<file path="config.mk">
export PLATFORM = sky130hd
export DESIGN_NAME = imem_loader
export DESIGN_NICKNAME = d
export VERILOG_FILES = /design/src/rtl/imem_loader_pkg.sv /design/src/rtl/imem_loader_pack.sv /design/src/rtl/imem_loader.sv
export SDC_FILE = /design/constraint.sdc
export NUM_CORES = 1
export LEC_CHECK = 0
export ABC_AREA = 0
export ABC_CLOCK_PERIOD_IN_PS = 6400
export CORE_MARGIN = 1
export CORE_UTILIZATION = 55
export DETAILED_ROUTE_END_ITERATION = 6
export MAX_ROUTING_LAYER = met4
export PLACE_DENSITY = 0.89
export SLEW_MARGIN = 40
export SYNTH_ARGS = -nofsm -noshare
export SYNTH_HDL_FRONTEND = slang
export SYNTH_SLANG_ARGS = --single-unit
</file>
<file path="constraint.sdc">
create_clock -name clk -period 6.4 [get_ports clk]
set_input_delay 0.96 -clock clk [delete_from_list [all_inputs] [get_ports clk]]
set_output_delay 0.96 -clock clk [all_outputs]
set_load 0.03 [all_outputs]
</file>
<file path="src/rtl/imem_loader_pkg.sv">
// Shared definitions for the boot-time instruction memory loader:
// FSM state encoding, stream framing constants and a state classifier.
package imem_loader_pkg;

  typedef enum logic [2:0] {
    ST_LEN0  = 3'd0,
    ST_LEN1  = 3'd1,
    ST_DATA  = 3'd2,
    ST_CSUM  = 3'd3,
    ST_FLUSH = 3'd4,
    ST_DONE  = 3'd5,
    ST_ERR   = 3'd6
  } state_t;

  localparam int HDR_BYTES      = 2;
  localparam int WORD_W         = 32;
  localparam int BYTES_PER_WORD = 4;
  localparam int BYTE_CNT_W     = $clog2(BYTES_PER_WORD);

  // States in which the loader takes bytes from the stream.
  function automatic logic accepting(state_t s);
    return (s == ST_LEN0) || (s == ST_LEN1) || (s == ST_DATA) || (s == ST_CSUM);
  endfunction

endpackage

</file>
<file path="src/rtl/imem_loader_pack.sv">
// Byte-to-word assembler: collects little-endian bytes into a 32-bit word.
// word_ready is a combinational strobe on the byte that completes a word;
// word is valid in that same cycle (first byte lands in word[7:0]).
import imem_loader_pkg::*;

module imem_loader_pack (
  input  logic              clk,
  input  logic              rst,
  input  logic              en,
  input  logic [7:0]        in_data,
  output logic              word_ready,
  output logic [WORD_W-1:0] word
);

  logic [BYTE_CNT_W-1:0] cnt_reg;
  logic [WORD_W-9:0]     shift_reg;

  // Byte counter and right-shifting holding register for the first three bytes.
  always_ff @(posedge clk or posedge rst) begin
    if (rst) begin
      cnt_reg   <= '0;
      shift_reg <= '0;
    end else if (en) begin
      cnt_reg   <= cnt_reg + 1'b1;
      shift_reg <= {in_data, shift_reg[WORD_W-9:8]};
    end
  end

  assign word_ready = en && (cnt_reg == BYTE_CNT_W'(BYTES_PER_WORD - 1));
  assign word       = {in_data, shift_reg};

endmodule

</file>
<file path="src/rtl/imem_loader.sv">
// Boot-time instruction memory writer. Parses a 16-bit word count header,
// writes the following little-endian words to addresses 0..count-1 and
// releases core_hold once the image is complete.
// Optional feature macro: IMEM_LOADER_CSUM_EN (trailing XOR checksum byte).
import imem_loader_pkg::*;

module imem_loader #(
  parameter int ADDR_W = 8
) (
  input  logic              clk,
  input  logic              rst,
  input  logic              in_valid,
  input  logic [7:0]        in_data,
  output logic              in_ready,
  output logic              mem_we,
  output logic [ADDR_W-1:0] mem_addr,
  output logic [31:0]       mem_wdata,
  output logic              core_hold,
  output logic              done,
  output logic              err
);

  localparam int HDR_W    = HDR_BYTES * 8;
  localparam int CAPACITY = 1 << ADDR_W;

`ifdef IMEM_LOADER_CSUM_EN
  localparam state_t AFTER_DATA = ST_CSUM;
`else
  localparam state_t AFTER_DATA = ST_FLUSH;
`endif

  state_t              state_reg, state_next;
  logic                in_ready_reg, in_ready_next;
  logic [7:0]          count_lo_reg;
  logic [HDR_W-1:0]    count_reg;
  logic [HDR_W:0]      words_reg;
  logic                mem_we_reg;
  logic [ADDR_W-1:0]   mem_addr_reg;
  logic [WORD_W-1:0]   mem_wdata_reg;
`ifdef IMEM_LOADER_CSUM_EN
  logic [7:0]          csum_reg;
`endif

  logic                xfer;
  logic                pack_en;
  logic                word_ready;
  logic [WORD_W-1:0]   word;
  logic [HDR_W-1:0]    hdr_word;
  logic                last_word;
  logic                too_big;

  assign xfer      = in_valid && in_ready_reg;
  assign pack_en   = xfer && (state_reg == ST_DATA);
  assign hdr_word  = {in_data, count_lo_reg};
  assign too_big   = {1'b0, hdr_word} > (HDR_W + 1)'(CAPACITY);
  assign last_word = (words_reg + 1'b1) == {1'b0, count_reg};

  imem_loader_pack u_pack (
    .clk        (clk),
    .rst        (rst),
    .en         (pack_en),
    .in_data    (in_data),
    .word_ready (word_ready),
    .word       (word)
  );

  // FSM state register.
  always_ff @(posedge clk or posedge rst) begin
    if (rst) state_reg <= ST_LEN0;
    else     state_reg <= state_next;
  end

  // Next-state decode and status outputs.
  always_comb begin
    state_next = state_reg;
    case (state_reg)
      ST_LEN0:  if (xfer) state_next = ST_LEN1;
      ST_LEN1: begin
        if (xfer) begin
          if (hdr_word == '0)  state_next = AFTER_DATA;
          else if (too_big)    state_next = ST_ERR;
          else                 state_next = ST_DATA;
        end
      end
      ST_DATA:  if (word_ready && last_word) state_next = AFTER_DATA;
`ifdef IMEM_LOADER_CSUM_EN
      ST_CSUM:  if (xfer) state_next = (in_data == csum_reg) ? ST_FLUSH : ST_ERR;
`endif
      ST_FLUSH: state_next = ST_DONE;
      default:  state_next = state_reg;
    endcase
    in_ready_next = accepting(state_next);
    done          = (state_reg == ST_DONE);
    err           = (state_reg == ST_ERR);
    core_hold     = (state_reg != ST_DONE);
  end

  // Header capture, word write pulse, address advance and ready register.
  always_ff @(posedge clk or posedge rst) begin
    if (rst) begin
      in_ready_reg  <= 1'b0;
      count_lo_reg  <= '0;
      count_reg     <= '0;
      words_reg     <= '0;
      mem_we_reg    <= 1'b0;
      mem_addr_reg  <= '0;
      mem_wdata_reg <= '0;
    end else begin
      in_ready_reg <= in_ready_next;
      mem_we_reg   <= word_ready;
      if (xfer && state_reg == ST_LEN0) count_lo_reg <= in_data;
      if (xfer && state_reg == ST_LEN1) count_reg    <= hdr_word;
      if (word_ready) begin
        mem_wdata_reg <= word;
        words_reg     <= words_reg + 1'b1;
      end
      // Address moves on after the pulse; a full image wraps it back to 0.
      if (mem_we_reg) mem_addr_reg <= mem_addr_reg + 1'b1;
    end
  end

`ifdef IMEM_LOADER_CSUM_EN
  // Running XOR of data bytes (header excluded).
  always_ff @(posedge clk or posedge rst) begin
    if (rst)          csum_reg <= '0;
    else if (pack_en) csum_reg <= csum_reg ^ in_data;
  end
`endif

  assign in_ready  = in_ready_reg;
  assign mem_we    = mem_we_reg;
  assign mem_addr  = mem_addr_reg;
  assign mem_wdata = mem_wdata_reg;

endmodule
</file>
* Word-level counts from Yosys, hierarchy flattened
Index checks and enable logic that the tools add are counted.
** Word-level totals
- Input port bits :: 11
- Register bits :: 112
- ROM bits :: 0
- Memory bits (writable) :: 0
- Bits in latches :: 0
- Memories kept :: 0
- Output and inout port bits :: 45
** Operators by class
- Add/subtract/negate cells :: 3
- Shift-type cells :: 0
- Bitwise logic cells :: 0
- Div/mod/pow operators :: 0
- Magnitude comparators :: 1
- Equal/unequal tests :: 11
- Reduce and logical (&&, ||, !) cells :: 12
- $mul :: 0
- Multiplexer cells :: 6
** Operators with widths (count)
- 17-bit by 1-bit adder with 17-bit output, second input constant :: 1
- 17-bit by 16-bit == test with 1-bit output :: 1
- 16-bit by 9-bit greater-than comparator with 1-bit output, second input constant :: 1
- 16-bit zero test :: 1
- 3-bit 2-to-1 mux :: 5
- 3-bit case mux with 4 select lines :: 1
- 3-bit by 2-bit == test with 1-bit output, second input constant :: 3
- 3-bit == test, second input constant :: 3
- 8-bit by 1-bit adder with 8-bit output, second input constant :: 1
- 3-bit by 1-bit == test with 1-bit output, second input constant :: 2
- 1-bit logical AND :: 6
- 3-bit zero test :: 2
- 1-bit logical OR :: 3
- 3-bit != test, second input constant :: 1
- 2-bit by 1-bit adder with 2-bit output, second input constant :: 1
- 2-bit == test, second input constant :: 1

* Depth between registers and ports, before layout
- Depth in word-level cells :: 10
- Gate-level depth with buffers :: 7
- Gate-level depth less buffers :: 7

* Cells and area by module
A second synthesis with hierarchy kept.
** Unflattened totals
- Cells, all modules :: 397
- Area, all modules :: 5198.7 µm²
** Modules (own cells, without submodules)
- imem_loader :: sequential area each 2152.1 µm², times used 1, cells an instance 331, area each 4056.4 µm²
- imem_loader_pack :: sequential area each 650.6 µm², times used 1, cells an instance 66, area each 1142.3 µm²

* Worst setup path before layout
Ideal clock, no wire load.
- Path type :: input port to flip-flop
- From :: in in_valid
- To :: reg mem_wdata_reg[31] (netlist: mem_wdata[31])
- Arrival time :: 2.205 ns
- Setup time :: 0.125 ns
- Buffers on the path :: 3
- Setup slack :: 4.070 ns
- Stages :: 6
- Path through :: and3b_1 -> and3_1 -> clkbuf_1 -> buf_2 -> buf_2 -> mux2_2
** On the way
- Word-level cells in the longest chain between the ends :: 3
** Ends and longest elaborated chain
- from (decl) :: RTL line imem_loader.sv:12 : input logic in_valid,
- 1-bit logical AND :: RTL line imem_loader.sv:52 : assign xfer = in_valid && in_ready_reg;
- 1-bit logical AND :: RTL line imem_loader.sv:53 : assign pack_en = xfer && (state_reg == ST_DATA);
- 1-bit logical AND :: RTL line imem_loader_pack.sv:29 : assign word_ready = en && (cnt_reg == BYTE_CNT_W'(BYTES_PER_WORD - 1));
- to (signal assigned) :: RTL line imem_loader.sv:114 : mem_wdata_reg <= word;
- to (decl) :: RTL line imem_loader.sv:39 : logic [WORD_W-1:0] mem_wdata_reg;
No other way between the ends.
A chain may end at the register's enable or synchronous reset.

==> impl_metrics.tcl <==
set metrics [dict create \
    end_kind "flip-flop" \
    wirelength_mm 8.943 \
    final_max_slew_viol_count 0 \
    worstSetupPathType "in -> reg" \
    min_period_ns 3.057 \
    seqCellArea_um2 2803 \
    synthToLayoutAreaGrowth_pct 17.26 \
    holdWs_ns 0.4794 \
    r2r_slack_ns 3.93 \
    tns_ns 0 \
    antenna_found_initial 0 \
    synth.top_cells.by_area "dfrtp_1, mux2_2, xnor2_1" \
    die_h_um 96.46 \
    finalHoldViolations 0 \
    status "finished clean" \
    io_buffers 55 \
    clk_pin_slew_ns 0.11 \
    crit_fanout 42 \
    syn-num-nets 376 \
    die_w_um 96.46 \
    netlist_area_um2 4907 \
    fmax_ghz 0.3271 \
    grt_setup_unrepaired "false" \
    cts_inserted_buffers 9 \
    hold_path_class "reg -> reg" \
    arrival_ns 3.31 \
    relSlewSlack_pct 55.45 \
    n_fill_cell 611 \
    ios 56 \
    postRouteAntennaNets 0 \
    syn_avg_cell_area_um2 13.56 \
    drc 0 \
    finalSetupViolations 0 \
    yosys_register_bits 112 \
    first_global_vias 2913 \
    cts_hold_buf 0 \
    vdd_ir_drop_max_uv 190.6 \
    yosysTopAreaCell "dfrtp_1" \
    synth_cell_type_count 42 \
    drt_iter0_markers 108 \
    p_leak_nw 2.663 \
    place_area_um2 5555 \
    netlist_instances 362 \
    final_common_cell "dfrtp_1" \
    cp-start-kind "input pin" \
    synth-seq-area-share_pct 57.11 \
    dieArea_um2 9304 \
    num_rows 34 \
    grt_use_total_pct 21.34 \
    cts_buffer_depth 2 \
    ys_warn_count 0 \
    fin_nets 428 \
    overflow 0 \
    cp_data_required_time_ns 6.65 \
    core-area_um2 8678 \
    powerDensity_nw_per_um2 281.9 \
    most-common-layout-cells "dfrtp_1, mux2_2, clkdlybuf4s50_1, xnor2_1, nand2_1" \
    yosysTopAreaCellShare_pct 57.11 \
    synthArstFlopShare_pct 100.0 \
    start_util_pct 56.55 \
    dp_hpwl_mm 6.071 \
    synth-edff-count 0 \
    post_cts_resize_count 0 \
    cts_max_level 3 \
    fin_skew_ns 0.01580 \
    place.gp.congestion 0.7922 \
    layout-drive-gt1-share_pct 27.45 \
    cap_violations 0 \
    avgRoutedWirePerCell_um 16.97 \
    via_per_inst 5.619 \
    tightest_slew_ns 0.6683 \
    clkLatencyLatePin_ns 0.37 \
    clock-sinks 112 \
    tritoncts "yes" \
    n_antenna_cell 0 \
    multi_input_area_um2 2023 \
    root_buffer "clkbuf_8" \
    grt_max_degree 76 \
    ys.flop_type "dfrtp_1" \
    drt-pass1-iter-count 6 \
    largest_reg_flops 32 \
    post_cts_buffers 0 \
    fin_crit_sh_pct 47.77 \
    final_area_um2 5754 \
    grt_pass1_wl_mm 14.37 \
    vias 2961 \
]
kinds of logic (layout without fill, tap and decap cells):
group | count (synthesis) | count (layout) | share of synthesized area, %
muxes | 82 | 82 | 18.82
adders and majority gates | 3 | 3 | 0.7650
xor gates and xnor gates | 50 | 50 | 8.924
buffers and inverters | 21 | 78 | 1.861
and+or+nand+nor | 79 | 79 | 9.842
AOI/OAI and AO/OA | 15 | 15 | 2.677
DFF | 112 | 112 | 57.11
routing by layer:
metal  part of all wire [%]  vias up  track usage, %
met4                    2.1        0           8.456
li1                       -     1360               -
met3                    3.8       20           4.460
met2                     48       82           31.98
met5                      0        -               -
met1                     46     1499           28.69
metrics by stage:
step | cells | util (%) | setup WS [ns] | power, W
global placement | 511 | 63.93 | 2.828 | 0.001200
CTS | 527 | 66.31 | 3.359 | 0.001630
global route | 527 | 66.31 | 3.236 | 0.001696
detailed placement | 511 | 64.01 | 3.021 | 0.001223
floorplan | 362 | - | 2.481 | 0.001124
finish | 527 | 66.31 | 3.343 | 0.001622
worst paths after layout:
path | from | endpoint | cells after the start
min | mem_addr[7] | mem_addr[7] | 1
min in group asynchronous | rst | mem_addr[6] | 2
max in group asynchronous | rst | mem_wdata[24] | 3
min reg2reg | mem_addr[7] | mem_addr[7] | 1
max | in_valid | flip-flop | 7
max reg2reg | flip-flop | flip-flop | 6
cell usage after synthesis (2+ instances only):
cell type  count
a31oi_1        2
dfrtp_1      112
nor2b_1        2
mux2_2        82
xor2_1        17
nor2_1        17
and3_1         3
nand4_4        2
nand3_1        3
o21ai_0        2
nand4_1        9
inv_1          4
xnor2_1       33
ha_1           3
and2_1         3
nand2_1       18
nor4_1         3
nor3_1         3
clkbuf_1       7
nand3b_1       4
buf_2          9
a21oi_1        4
layout make-up:
type / instances / share of cell area [%]
clock buffers: 9 / 2.153
clock inverters: 7 / 1.305
inverters: 4 / 0.3044
multi-input cells: 229 / 35.16
flip-flops and latches: 112 / 48.71
well taps: 108 / 2.348
repair buffers: 58 / 10.02
report_power, final:
part	internal, W	switching (W)
Clock	0.000154	0.000257
Combinational	0.000169	0.000144
Sequential	0.000809	0.0000895
critical path, cell delays in order:
cell,delay (ns)
clkdlybuf4s50_1,0.52
and3b_1,0.20
and3_4,0.55
nand4_1,0.23
a2111oi_4,0.39
o2111ai_1,0.25
nor2b_1,0.20
No activity file was read; power rests on OpenSTA's default activity.
